`src/rtl/seq_divider_64bit_pkg.sv`:
```
// rtl/seq_divider_64bit_pkg.sv - shared ALU constants and divider state encoding
// Purpose: width, FSM state type and divide-by-zero quotient used by the divider.
package seq_divider_64bit_pkg;

    localparam int DIV_WIDTH = 64;

    typedef enum logic [1:0] {
        IDLE = 2'd0,
        RUN  = 2'd1,
        FIX  = 2'd2,
        DONE = 2'd3
    } div_state_t;

    localparam logic [DIV_WIDTH-1:0] DIV0_QUOTIENT = {DIV_WIDTH{1'b1}};

endpackage

```
`src/rtl/adder_subtractor_64bit.sv`:
```
// rtl/adder_subtractor_64bit.sv - 64-bit adder/subtractor datapath
// Purpose: Out = A + B when S = 0, Out = A - B when S = 1 (modulo 2^WIDTH).
// Ports: A, B operands; S select subtract; Out result.
module adder_subtractor_64bit #(
    parameter int WIDTH = 64
) (
    input  logic [WIDTH-1:0] A,
    input  logic [WIDTH-1:0] B,
    input  logic             S,
    output logic [WIDTH-1:0] Out
);

    assign Out = S ? (A - B) : (A + B);

endmodule

```
`src/rtl/seq_divider_64bit.sv`:
```
// rtl/seq_divider_64bit.sv - multi-cycle restoring signed/unsigned divider
// Purpose: one quotient bit per clock, start/done handshake.
// Ports: clk, rst (sync, active-high); start, is_signed, dividend, divisor in;
//        busy, done, quotient, remainder, div_by_zero out.
module seq_divider_64bit
    import seq_divider_64bit_pkg::*;
#(
    parameter int WIDTH = DIV_WIDTH
) (
    input  logic             clk,
    input  logic             rst,
    input  logic             start,
    input  logic             is_signed,
    input  logic [WIDTH-1:0] dividend,
    input  logic [WIDTH-1:0] divisor,
    output logic             busy,
    output logic             done,
    output logic [WIDTH-1:0] quotient,
    output logic [WIDTH-1:0] remainder,
    output logic             div_by_zero
);

    localparam int CNT_W = $clog2(WIDTH);

    div_state_t       state, state_next;
    logic [CNT_W-1:0] count;
    logic [WIDTH-1:0] dvd_bits;
    logic [WIDTH-1:0] r;
    logic [WIDTH-1:0] q;
    logic [WIDTH-1:0] div_mag;
    logic             q_sign;
    logic             r_sign;
    logic             div0;
    logic [WIDTH:0]   r_shift;
    logic             accept;
    logic             last_iter;
    logic             div_zero_in;
    logic [WIDTH-1:0] dvd_abs;
    logic [WIDTH-1:0] dsr_abs;
    logic [WIDTH-1:0] add_a;
    logic [WIDTH-1:0] add_b;
    logic [WIDTH-1:0] add_out;

    // r_shift[WIDTH] is the carry out of the shift; when set the partial
    // remainder already exceeds any WIDTH-bit divisor.
    assign r_shift     = {r, dvd_bits[WIDTH-1]};
    assign accept      = r_shift[WIDTH] | (r_shift[WIDTH-1:0] >= div_mag);
    assign last_iter   = (count == CNT_W'(WIDTH - 1));
    assign div_zero_in = (divisor == '0);
    assign dvd_abs     = (is_signed && dividend[WIDTH-1]) ? -dividend : dividend;
    assign dsr_abs     = (is_signed && divisor[WIDTH-1])  ? -divisor  : divisor;

    // Single shared subtractor: trial subtraction in RUN, 0 - x in FIX.
    // FIX needs two negations, so it spends two cycles: count[0]=0 handles
    // the quotient, count[0]=1 the remainder.
    always_comb begin
        add_a = r_shift[WIDTH-1:0];
        add_b = div_mag;
        if (state == FIX) begin
            add_a = '0;
            add_b = count[0] ? r : q;
        end
    end

    adder_subtractor_64bit #(
        .WIDTH(WIDTH)
    ) u_addsub (
        .A  (add_a),
        .B  (add_b),
        .S  (1'b1),
        .Out(add_out)
    );

    always_ff @(posedge clk) begin
        if (rst) begin
            state <= IDLE;
        end else begin
            state <= state_next;
        end
    end

    // Divide by zero also passes through both FIX cycles so that results are
    // registered by the same logic on both paths.
    always_comb begin
        state_next = state;
        case (state)
            IDLE: if (start) state_next = div_zero_in ? FIX : RUN;
            RUN:  if (last_iter) state_next = FIX;
            FIX:  if (count[0]) state_next = DONE;
            DONE: state_next = IDLE;
            default: state_next = IDLE;
        endcase
    end

    assign busy = (state == RUN) || (state == FIX);
    assign done = (state == DONE);

    always_ff @(posedge clk) begin
        if (rst) begin
            count       <= '0;
            dvd_bits    <= '0;
            r           <= '0;
            q           <= '0;
            div_mag     <= '0;
            q_sign      <= 1'b0;
            r_sign      <= 1'b0;
            div0        <= 1'b0;
            quotient    <= '0;
            remainder   <= '0;
            div_by_zero <= 1'b0;
        end else begin
            case (state)
                IDLE: begin
                    if (start) begin
                        count       <= '0;
                        div0        <= div_zero_in;
                        div_by_zero <= 1'b0;
                        dvd_bits    <= dvd_abs;
                        div_mag     <= dsr_abs;
                        // No sign fix-up on divide by zero: results are raw.
                        q_sign <= is_signed & ~div_zero_in & (dividend[WIDTH-1] ^ divisor[WIDTH-1]);
                        r_sign <= is_signed & ~div_zero_in & dividend[WIDTH-1];
                        if (div_zero_in) begin
                            q <= DIV0_QUOTIENT[WIDTH-1:0];
                            r <= dividend;
                        end else begin
                            q <= '0;
                            r <= '0;
                        end
                    end
                end
                RUN: begin
                    r        <= accept ? add_out : r_shift[WIDTH-1:0];
                    q        <= {q[WIDTH-2:0], accept};
                    dvd_bits <= dvd_bits << 1;
                    count    <= count + CNT_W'(1);
                end
                FIX: begin
                    count <= count + CNT_W'(1);
                    if (!count[0]) begin
                        if (q_sign) q <= add_out;
                    end else begin
                        if (r_sign) r <= add_out;
                        quotient    <= q;
                        remainder   <= r_sign ? add_out : r;
                        div_by_zero <= div0;
                    end
                end
                default: ;
            endcase
        end
    end

endmodule
```
`config.mk`:
```
export PLATFORM = sky130hd
export DESIGN_NAME = seq_divider_64bit
export DESIGN_NICKNAME = d
export VERILOG_FILES = /design/src/rtl/seq_divider_64bit_pkg.sv /design/src/rtl/adder_subtractor_64bit.sv /design/src/rtl/seq_divider_64bit.sv
export SDC_FILE = /design/constraint.sdc
export NUM_CORES = 1
export LEC_CHECK = 0
export CORE_ASPECT_RATIO = 1.5
export CORE_MARGIN = 5
export CORE_UTILIZATION = 64
export DETAILED_ROUTE_END_ITERATION = 8
export PLACE_DENSITY = 0.88
export SLEW_MARGIN = 20
export SYNTH_ARGS = -nofsm -noshare
export SYNTH_HDL_FRONTEND = slang
export SYNTH_SLANG_ARGS = --single-unit
```
`constraint.sdc`:
```
create_clock -name clk -period 12.29 [get_ports clk]
set_clock_uncertainty 0.1 [all_clocks]
set_input_delay 2.458 -clock clk [delete_from_list [all_inputs] [get_ports clk]]
set_output_delay 2.458 -clock clk [all_outputs]
set_load 0.05 [all_outputs]
```
# Word-level counts from Yosys, hierarchy flattened
# Index checks and enable logic that the tools add are counted.
# totals
register_bits	396
out_inout_bits	131
# classes
n_addsub	4
magnitude_cmp	1
eq_ne	9
mux	28
bitwise	6
n_reduce_logical	18
# ops
cell	n
2-to-1 mux 64 bit	15
case mux 64 bit (3 select lines)	2
negator 64 bit	2
case mux 64 bit (2 select lines)	1
>= comparator 64 bit	1
zero test 64 bit	1
subtractor 64 bit	1
case mux 6 bit (2 select lines)	1
inequality test 2 bit, second input constant	5
AND reduction 3 bit	3
2-to-1 mux 2 bit	4
case mux 2 bit (4 select lines)	1
AND reduction 2 bit	4
adder 6 x 1 -> 6 bit, second input constant	1
== test 6 bit, second input constant	1
2-to-1 mux 6 bit	1
nonzero test 2 bit	3
== test 2 bit, second input constant	2
AND reduction 4 bit	1
bitwise AND 1 bit	3
nonzero test 3 bit	1
== test 2 x 1 -> 1 bit, second input constant	1
logical AND 1 bit	2
zero test 2 bit	1
other kinds (7)	8

# Logic depth before layout (Yosys ltp)
# logic_depth
word_depth	6
mapped_depth	19
mapped_depth_nobuf	16

# By module
# Synthesis repeated with hierarchy kept, for this count alone.
# hier_totals
cells_unflattened	3971
hier_area_um2	29374.4
# by_module_without_submodules
module	instances	cells_per_inst	area_each_um2	seq_area_each_um2
seq_divider_64bit	1	3188	24123.1	7927.6
adder_subtractor_64bit	1	783	5251.3	0.0

# Worst setup path before layout
# No wires, ideal clock.
# synth_timing
kind	input to register
start	input port dividend[5]
end	register dvd_bits[59]
arrival_ns	4.851
required_ns	12.130
path_slack_ns	7.279
path_stages	9
path_buffers	0
cell_sequence	or4_4 > nor4_4 > nand4_2 > nor3_4 > and3_1 > a31oi_1 > xnor2_1 > a2111oi_0 > a31o_1
# synth_via
elab_chain_cells	4
# synth_rtl
item	line_no	text
from (decl)	seq_divider_64bit.sv:14	input logic [WIDTH-1:0] dividend,
negator 64 bit	seq_divider_64bit.sv:50	assign dvd_abs = (is_signed && dividend[WIDTH-1]) ? -dividend : dividend;
2-to-1 mux 64 bit	seq_divider_64bit.sv:50	
2-to-1 mux 64 bit	seq_divider_64bit.sv:114	if (start) begin
case mux 64 bit (2 select lines)	seq_divider_64bit.sv:112	case (state)
to (signal assigned)	seq_divider_64bit.sv:118	dvd_bits <= dvd_abs;
to (signal assigned)	seq_divider_64bit.sv:135	dvd_bits <= dvd_bits << 1;
to (decl)	seq_divider_64bit.sv:27	logic [WIDTH-1:0] dvd_bits;
# Every way passes these cells. The select of a mux whose other input is x is not followed.
# A chain may end at the register's enable or synchronous reset.

# Worst setup path in the final report
# layout_timing
start	input port divisor[8]
end	register q[57]
# layout_via
elab_chain_cells	4
# layout_rtl
item	line_no	text
from (decl)	seq_divider_64bit.sv:15	input logic [WIDTH-1:0] divisor,
zero test 64 bit	seq_divider_64bit.sv:49	assign div_zero_in = (divisor == '0);
2-to-1 mux 64 bit	seq_divider_64bit.sv:123	if (div_zero_in) begin
2-to-1 mux 64 bit	seq_divider_64bit.sv:114	
case mux 64 bit (3 select lines)	seq_divider_64bit.sv:112	
to (signal assigned)	seq_divider_64bit.sv:124	q <= DIV0_QUOTIENT[WIDTH-1:0];
to (signal assigned)	seq_divider_64bit.sv:134	q <= {q[WIDTH-2:0], accept};
to (signal assigned)	seq_divider_64bit.sv:141	if (q_sign) q <= add_out;
to (decl)	seq_divider_64bit.sv:29	logic [WIDTH-1:0] q;
# Every way passes these cells. The select of a mux whose other input is x is not followed.

==> results.txt <==
Aggregate negative setup slack: 0 ns
DR vias: 30900
Mux cell area share after synthesis: 4.46%
Die area: 48200 µm²
DR iter-0 viols: 4132
Num ports: 263
Post-synth EDFFs: 0
Main area contributors after synthesis: dfxtp_1, a21oi_1, nand2_1
Syn Area/Cell: 7.36 µm²
Longest Clk Path Bufs: 3
Via density: 6.88
CTS resizes: 0
Synth area leader: dfxtp_1
Mapped Nets: 4080
Drt total wl: 107 mm
Compound-gate portion of the synthesized area: 29.2%
Leak pwr: 11.8 nW
Post-CTS Setup Bufs: 0
MaxCap Viol Count: 0
CP Buf/Inv Count: 2
Worst path top cell family by delay: simple AND/OR/NAND/NOR gates
H-tree level count: 2
Post-synth top cells: nand2_1, a21oi_1, dfxtp_1
FP Rows: 94
Worst-Skew Late Latency: 0.57 ns
Hold Crit Class: flip-flop to flip-flop
F_max: 153 MHz
WL met1: 39.2 mm
Worst Hold Margin: 0.351 ns
Global route overflow: 0
Root Buffer: clkbuf_16
Top layer in use: met4
Slew Limit Fails: 0
HPWL after DPL: 78.1 mm
Adder-Cell Fraction of Synth Area: 6.14%
CP max stage cell: a21oi_2
Fill cell count: 3561
Crit path DAT: 6.92 ns
Ratio of cells with drive above 1 in the final layout: 4.63%
Crit path max fanout: 18
Initial antenna violation count: 0
Clock period minus worst slack: 6.55 ns
Met2 WL: 47.7 mm
Diodes inserted: 0
Cts hold-fix bufs: 0
Die H: 266 µm
Crit end category: flip-flop
Core Region: 43600 µm²
Number of library cell types mapped by synthesis: 96
DRC violations left: 0
Worst-path clk slew: 0.07 ns
Most instantiated library cell after synthesis: nand2_1
TritonRoute pass-1 iters: 6
Routed wl met3: 13.3 mm
Cell mode on critical path: nor2_1
Final Hold Fails: 0
VDD IR max: 0.000181 V
Status: finished, final reports clean
All-Layer GR Usage: 42.1%
Final GP Congestion: 1.05
Unrepaired setup endpoints after global routing: false
Slew headroom: 16.6%
Register area share after synthesis: 28.3%
Final WS setup: 5.74 ns
Synthesis-stage register bit count: 396
Main flop type after synthesis: dfxtp_1
Nets: 4148
IO Port Bufs: 262
CP Data Required Time: 12.66 ns
Pre-CTS setup slack: 5.36 ns
Largest family of logic cells by synthesized area: compound AO/OA/AOI/OAI gates
Crit-path cells: clkdlybuf4s50_1, or3_1, nor4_4, nand4b_2, or2_4, nor2_1, nor2_1, buf_4, a21oi_2, o21ai_0, a211oi_1
Routed len/inst: 24.0 µm
Synth Warn #: 0
CTS tree: yes
Critical path class: primary input to flip-flop
Setup violations, final: 0
Post-Synth XOR/XNOR Area: 4.99%
Largest net degree at the start of global routing: 110
Global-route wire length before repair: 164 mm
Die Width: 181 µm
Tcrit/Tclk final: 53.3%
Max stage delay on crit path: 0.74 ns
CTS sink count: 396
Syn-to-layout area delta: 14.2%
Initial Utilization: 64.3%
Post-synthesis simple-gate area fraction: 21.5%
Synth Cell Area: 28100 µm²
Top-area cell type share of the netlist area: 28.3%
Worst setup SP type: primary input
Pwr dens: 306 nW/µm²
Cells after Synth: 3811
Post-route ant nets: 0
Async set-or-reset flop fraction in the synthesized netlist: 0%
Worst slew pin tran: 1.24 ns
Vias in the first global route: 29000
Number of buffers created by CTS: 39
per-stage QoR:
step	instances	util [%]	power (mW)	instance area, µm²
after floorplan	3811	-	6.28	28100
after global placement	4413	70.4	8.16	30700
after detailed placement	4413	70.4	8.22	30700
after CTS	4483	73.4	9.50	32000
after global routing	4484	73.4	10.3	32000
final	4484	73.4	9.79	32000
cells in the final DEF (no fill, tap or decap), drive strengths merged, types with 50 or more instances in the layout:
cell type | synthesis | layout
xor2 | 69 | 69
ha | 136 | 136
a221oi | 50 | 50
o21ai | 266 | 266
nand3 | 80 | 80
nor3 | 55 | 55
nand2 | 505 | 505
inv | 110 | 111
nor2 | 373 | 373
mux2i | 106 | 106
xnor2 | 91 | 91
a21o | 58 | 58
a211oi | 102 | 102
a21oi | 487 | 487
dfxtp | 396 | 396
clkdlybuf4s50 | 0 | 261
nor2b | 69 | 69
clkbuf | 232 | 54
worst paths after layout:
| check | cells past startpoint | from | end | slack (ns) |
|---|---|---|---|---|
| max reg2reg | 15 | state[0] | remainder[47] | 6.14 |
| min reg2reg | 2 | dvd_bits[7] | dvd_bits[7] | 0.35 |
| max | 11 | divisor[8] | q[57] | 5.74 |
| min | 2 | dvd_bits[7] | dvd_bits[7] | 0.35 |
logic make-up after synthesis:
| kind of cell | count (synthesis) |
|---|---|
| muxes | 123 |
| adders and majority gates | 137 |
| AOI/OAI and AO/OA | 1302 |
| xor gates and xnor gates | 160 |
| and+or+nand+nor | 1304 |
| DFF | 396 |
| buffers and inverters | 389 |
layer usage:
layer	vias up	global-route usage (%)
li1	13900	-
met1	14300	53.0
met2	2070	66.9
met3	510	9.34
met4	0	23.9
met5	-	0
power breakdown:
group	switching (mW)	internal, mW	total [mW]
registers	0.484	1.60	2.08
logic	4.29	2.15	6.44
clock network	0.560	0.713	1.27
registers in the layout, summed over array words and instances, names as in the netlist:
signal and cells:
q_sign 1, remainder 64, q 64, div0 1
r_sign 1, dvd_bits 64, div_by_zero 1, div_mag 64
r 64, quotient 64, state 2, count 6
worst min-delay path: stages, from the launching register on:
cell	delay, ns
dfxtp_1	0.31
nand2_1	0.05
a21oi_1	0.05
final cells by class:
class	count	area [µm²]	share of cell area [%]
Multi-Input combinational cell	3026	18700	58.3
Sequential cell	396	7930	24.8
Timing Repair Buffer	305	2960	9.23
Clock buffer	53	1130	3.53
Tap cell	576	721	2.25
Inverter	111	418	1.30
Clock inverter	17	191	0.597
(Power assumes the default switching activity.)
